### config.mk
export PLATFORM = sky130hd
export DESIGN_NAME = nibble_add_bist
export DESIGN_NICKNAME = d
export VERILOG_FILES = /design/src/rtl/nibble_bist_pkg.sv /design/src/rtl/nibble_bist_delay.sv /design/src/rtl/nibble_add_bist.sv
export SDC_FILE = /design/constraint.sdc
export NUM_CORES = 1
export LEC_CHECK = 0
export BUFFER_PORTS_ARGS = -buffer_cell sky130_fd_sc_hd__buf_2
export CAP_MARGIN = 30
export CORE_ASPECT_RATIO = 1.2
export CORE_MARGIN = 4
export CORE_UTILIZATION = 51
export CTS_CLUSTER_SIZE = 12
export DETAILED_ROUTE_END_ITERATION = 16
export GPL_TIMING_DRIVEN = 1
export PLACE_DENSITY_LB_ADDON = 0.08
export REMOVE_ABC_BUFFERS = 1
export SLEW_MARGIN = 20
export SYNTH_ARGS = -nofsm -noshare
export SYNTH_HDL_FRONTEND = slang
export SYNTH_SLANG_ARGS = --single-unit
export TNS_END_PERCENT = 10
### constraint.sdc
create_clock -name clk -period 1.5 [get_ports clk]
set_input_delay 0.3 -clock clk [delete_from_list [all_inputs] [get_ports clk]]
set_output_delay 0.3 -clock clk [all_outputs]
set_load 0.01 [all_outputs]
### src/rtl/nibble_bist_pkg.sv
// Shared types and helpers for the nibble-adder BIST initiator/checker.
package nibble_bist_pkg;

  typedef enum logic [1:0] {IDLE, RUN, DRAIN, DONE} state_t;

  localparam int NUM_OPS = 256;

  function automatic logic [3:0] exp_sum(input logic [7:0] op);
    return op[7:4] + op[3:0];
  endfunction

endpackage

### src/rtl/nibble_bist_delay.sv
// LATENCY-deep shift register carrying {valid, operand, expected sum} toward the compare point.
module nibble_bist_delay #(
  parameter int LATENCY = 1
) (
  input  logic       clk,
  input  logic       reset,
  input  logic       push_valid,
  input  logic [7:0] push_op,
  input  logic [3:0] push_exp,
  output logic       tail_valid,
  output logic [7:0] tail_op,
  output logic [3:0] tail_exp
);

  logic [LATENCY-1:0] valid_q;
  logic [7:0]         op_q  [LATENCY];
  logic [3:0]         exp_q [LATENCY];

  // Only the valid bits need resetting; stale payload behind a cleared valid is never compared.
  always_ff @(posedge clk or posedge reset) begin
    if (reset) begin
      valid_q <= '0;
    end else begin
      valid_q[0] <= push_valid;
      for (int i = 1; i < LATENCY; i++) valid_q[i] <= valid_q[i-1];
    end
  end

  always_ff @(posedge clk) begin
    op_q[0]  <= push_op;
    exp_q[0] <= push_exp;
    for (int i = 1; i < LATENCY; i++) begin
      op_q[i]  <= op_q[i-1];
      exp_q[i] <= exp_q[i-1];
    end
  end

  assign tail_valid = valid_q[LATENCY-1];
  assign tail_op    = op_q[LATENCY-1];
  assign tail_exp   = exp_q[LATENCY-1];

endmodule

### src/rtl/nibble_add_bist.sv
// Sweeps all 256 operand pairs into the nibble adder and checks each returned sum.
module nibble_add_bist
  import nibble_bist_pkg::*;
#(
  parameter int LATENCY = 1,
  parameter int ERR_W   = 8
) (
  input  logic             clk,
  input  logic             reset,
  input  logic             start,
  output logic [7:0]       op_out,
  input  logic [3:0]       res_in,
  output logic             busy,
  output logic             done,
  output logic             pass,
  output logic [ERR_W-1:0] err_count,
  output logic [7:0]       first_fail_op
);

  state_t     state;
  logic       start_q;
  logic [2:0] drain_cnt;
  logic       tail_valid;
  logic [7:0] tail_op;
  logic [3:0] tail_exp;
  logic       accept;
  logic       mismatch;

  nibble_bist_delay #(.LATENCY(LATENCY)) u_delay (
    .clk        (clk),
    .reset      (reset),
    .push_valid (state == RUN),
    .push_op    (op_out),
    .push_exp   (exp_sum(op_out)),
    .tail_valid (tail_valid),
    .tail_op    (tail_op),
    .tail_exp   (tail_exp)
  );

  // Rising-edge qualified so a held start launches at most one sweep.
  assign accept   = start && !start_q && (state == IDLE || state == DONE);
  assign mismatch = tail_valid && (res_in != tail_exp);

  always_ff @(posedge clk or posedge reset) begin
    if (reset) begin
      state         <= IDLE;
      start_q       <= 1'b0;
      drain_cnt     <= '0;
      op_out        <= '0;
      busy          <= 1'b0;
      done          <= 1'b0;
      pass          <= 1'b0;
      err_count     <= '0;
      first_fail_op <= '0;
    end else begin
      start_q <= start;
      if (mismatch) begin
        if (!(&err_count)) err_count <= err_count + 1'b1;
        if (err_count == '0) first_fail_op <= tail_op;
      end
      case (state)
        IDLE, DONE: begin
          if (accept) begin
            state         <= RUN;
            op_out        <= '0;
            busy          <= 1'b1;
            done          <= 1'b0;
            pass          <= 1'b0;
            err_count     <= '0;
            first_fail_op <= '0;
          end
        end
        RUN: begin
          // op_out doubles as the operand counter; its wrap back to 0 is the DRAIN value too.
          op_out <= op_out + 8'd1;
          if (op_out == 8'(NUM_OPS - 1)) begin
            state     <= DRAIN;
            drain_cnt <= '0;
          end
        end
        DRAIN: begin
          drain_cnt <= drain_cnt + 3'd1;
          if (drain_cnt == 3'(LATENCY - 1)) begin
            state <= DONE;
            busy  <= 1'b0;
            done  <= 1'b1;
            pass  <= (err_count == '0) && !mismatch;
          end
        end
        default: state <= IDLE;
      endcase
    end
  end

endmodule

==> flow_summary.yaml <==
cells_and_area:
  final_util: 0.7211
  nNetsFinal: 319
  antennaDiodeCount: 0
  mostFrequentLayoutCells: "buf_4, dfrtp_1, buf_2"
  drive_gt1_frac: 0.3987
  final_common_cell: "buf_4"
  final_area_um2: 3073
  syn2layout_area_growth_pct: 36.90
sta:
  rsz0062_at_grt: "yes"
  worstMarginPinSlew_ns: 0.4408
  finalClockSkew_ns: 0.01420
  max_freq_mhz: 636.2
  fin_ws_ns: -0.07181
  fin_crit_ns: 1.572
  slew_headroom: 0.7061
  holdWs_ns: 0.07500
  fin_crit_sh: 1.048
  finalHoldViolations: 0
  setup_violations: 5
  slew_viol_final: 0
flow_run:
  drv_cap: 0
synth:
  synth_area_leaders: "dfrtp_1, dfxtp_1, ha_1"
  synth-simple-area-share: 0.1750
  ys_seq_area_frac: 0.4861
  synth_edf_count: 0
  synth_area_um2: 2245
  yosys_most_used_dff: "dfrtp_1"
  synth_top_area_share: 0.3790
  synth_compound_area_frac: 0.1717
  yosys.area_share.adder: 0.07023
  yosysWarnings: 0
  avgSynthCellArea_um2: 9.888
  synth_cell_types: 49
  synth_top_family_by_area: "simple AND/OR/NAND/NOR gates"
  synth-xor-area-share: 0.03902
  synthMuxAreaShare: 0.01338
  synth-async-reset-ratio: 0.7391
  postSynthCellCount: 227
  ys_ff_latch: 46
  synth_top_area_cell: "dfrtp_1"
routing:
  wl_um: 5405
  first_iter_violations: 105
  dr.pass1.iters: 4
  wl_per_cell_um: 15.14
  dr_total_vias: 1953
  ant_nets: 0
  via_per_inst: 5.471
  route.detailed.drc: 0
global_routing:
  antenna_found_initial: 0
  overflow: 0
  grt_pass1_vias: 1917
  grt_max_degree: 35
  grt_usage: 0.2176
  grt_pass1_wl_um: 9094
min_path:
  hold_class: "in2async"
clocking:
  cts_tree: "done"
  ctsLongestPathBuffers: 2
  worstSkewPairLatency_ns: 0.31
  numCtsBuffers: 5
  clock-sinks: 46
  htree_levels: 2
  root_buffer: "clkbuf_8"
  clkSlewWorstSetupHoldPaths_ns: 0.10
critical_path:
  path_max_fanout: 4
  worstPathRequired_ns: 1.71
  cp.buffers_inverters: 1
  critical_path_class: "reg2reg"
  worstPathArrival_ns: 1.78
  start_kind: "flop"
  critical_path.top_delay_family: "flip-flops"
  worstSetupEndpointType: "flop"
  slowest_stage: "dfrtp_1"
  crit_path_cell_trace: "ha_4 -> nand3b_1 -> buf_4 -> a211oi_2 -> xnor2_1 -> nor2_1"
  cpPeakStageDelay_ns: 0.42
floorplanning:
  dieArea_um2: 5531
  core_um2: 4262
  die_w_um: 68.56
  die_height_um: 80.68
  start_util: 0.5267
  io_pins: 34
  fp-row-count: 26
status:
  status: "finished, violations left"
  violations: "setup timing"
power:
  power.density_nw_per_um2: 1885
  p_leak_nw: 1.468
  irDropWorstVdd_uv: 1191
placed_design:
  port_buffers: 33
  placed_area_um2: 2746
  gp_congestion: 0.7800
  dpl.hpwl_um: 3676
==> report_power, final <==
part           switching (mW)  internal (mW)
clock                   0.456          0.335
combinational            1.66           1.51
sequential              0.232           1.60
==> worst min-delay path, delay by kind of cell <==
kind,cells,cell delay (ns)
buffers and inverters,3,0.52
==> area by class of cell <==
class | instances | area (µm²)
inverters | 13 | 48.80
flip-flops and latches | 46 | 1095
clock inverters | 3 | 22.52
well taps | 56 | 70.07
clock buffers | 5 | 68.82
fillers | 327 | 1189
multi-input cells | 157 | 1236
repair buffers | 77 | 531.8
==> kinds of logic after synthesis <==
family | after synthesis
simple gates | 74
compound gates | 58
flops | 46
buf+inv | 24
fa+ha+maj | 12
xor+xnor | 10
mux | 3
==> synthesized netlist by cell type (all sizes together), types with 2 or more instances <==
cell      n
nand2b    3
inv      13
and3b     2
xor2      5
dfrtp    34
nand4     3
nor4b     2
nor3      6
xnor2     5
buf       3
or3       2
clkbuf    8
nor3b     3
dfxtp    12
a21oi    19
nand2    18
o41ai     2
mux2i     3
nor2      7
a211oi    2
a2111oi   2
a22o      2
a211o     5
and2      2
nand3    18
ha       11
nor2b     2
o21ai    15
o21bai    2
==> per-layer routing <==
layer,vias to the layer above,routed length (µm),GRT usage
li1,956,-,-
met1,945,2416,0.2843
met2,42,2654,0.3486
met3,10,219,0.04196
met4,0,116,0.08350
met5,-,0,0
==> metrics by stage <==
stage / setup TNS, ns / total power [mW] / instances / setup WS, ns
6_report: -0.1554 / 5.793 / 357 / -0.07181
5_1_grt: -1.715 / 6.224 / 357 / -0.1495
4_1_cts: -0.2549 / 5.595 / 354 / -0.06731
3_5_place_dp: -2.753 / 4.551 / 344 / -0.2017
3_3_place_gp: -2.059 / 4.480 / 344 / -0.1649
2_1_floorplan: -6.724 / 3.224 / 216 / -0.3524
==> timing repair <==
item	CTS	global route
setup endpoints to repair	27	32
endpoints found under the hold margin	0	0
hold buffers	0	0
pin swaps	9	8
resized for setup	22	24
buffers inserted	2	3
==> worst paths after layout <==
path	from	end	slack, ns	cells after the start
hold reg to reg	u_delay.op_q[0][5]	first_fail_op[5]	0.45	2
hold / removal	reset	start_q	0.08	3
max in group asynchronous	reset	drain_cnt[2]	1.11	3
min in group clk	start	start_q	0.14	1
setup / recovery	state[1]	op_out[5]	-0.07	6
setup reg to reg	state[1]	op_out[5]	-0.07	6
==> sequential cells by signal, indices dropped and copies added (netlist names), 2 cells and up <==
signal and flops:
first_fail_op 8, u_delay.op_q 8, op_out 8, drain_cnt 3, u_delay.exp_q 4, err_count 8
state 2
Power figures use the tool's default switching activity.
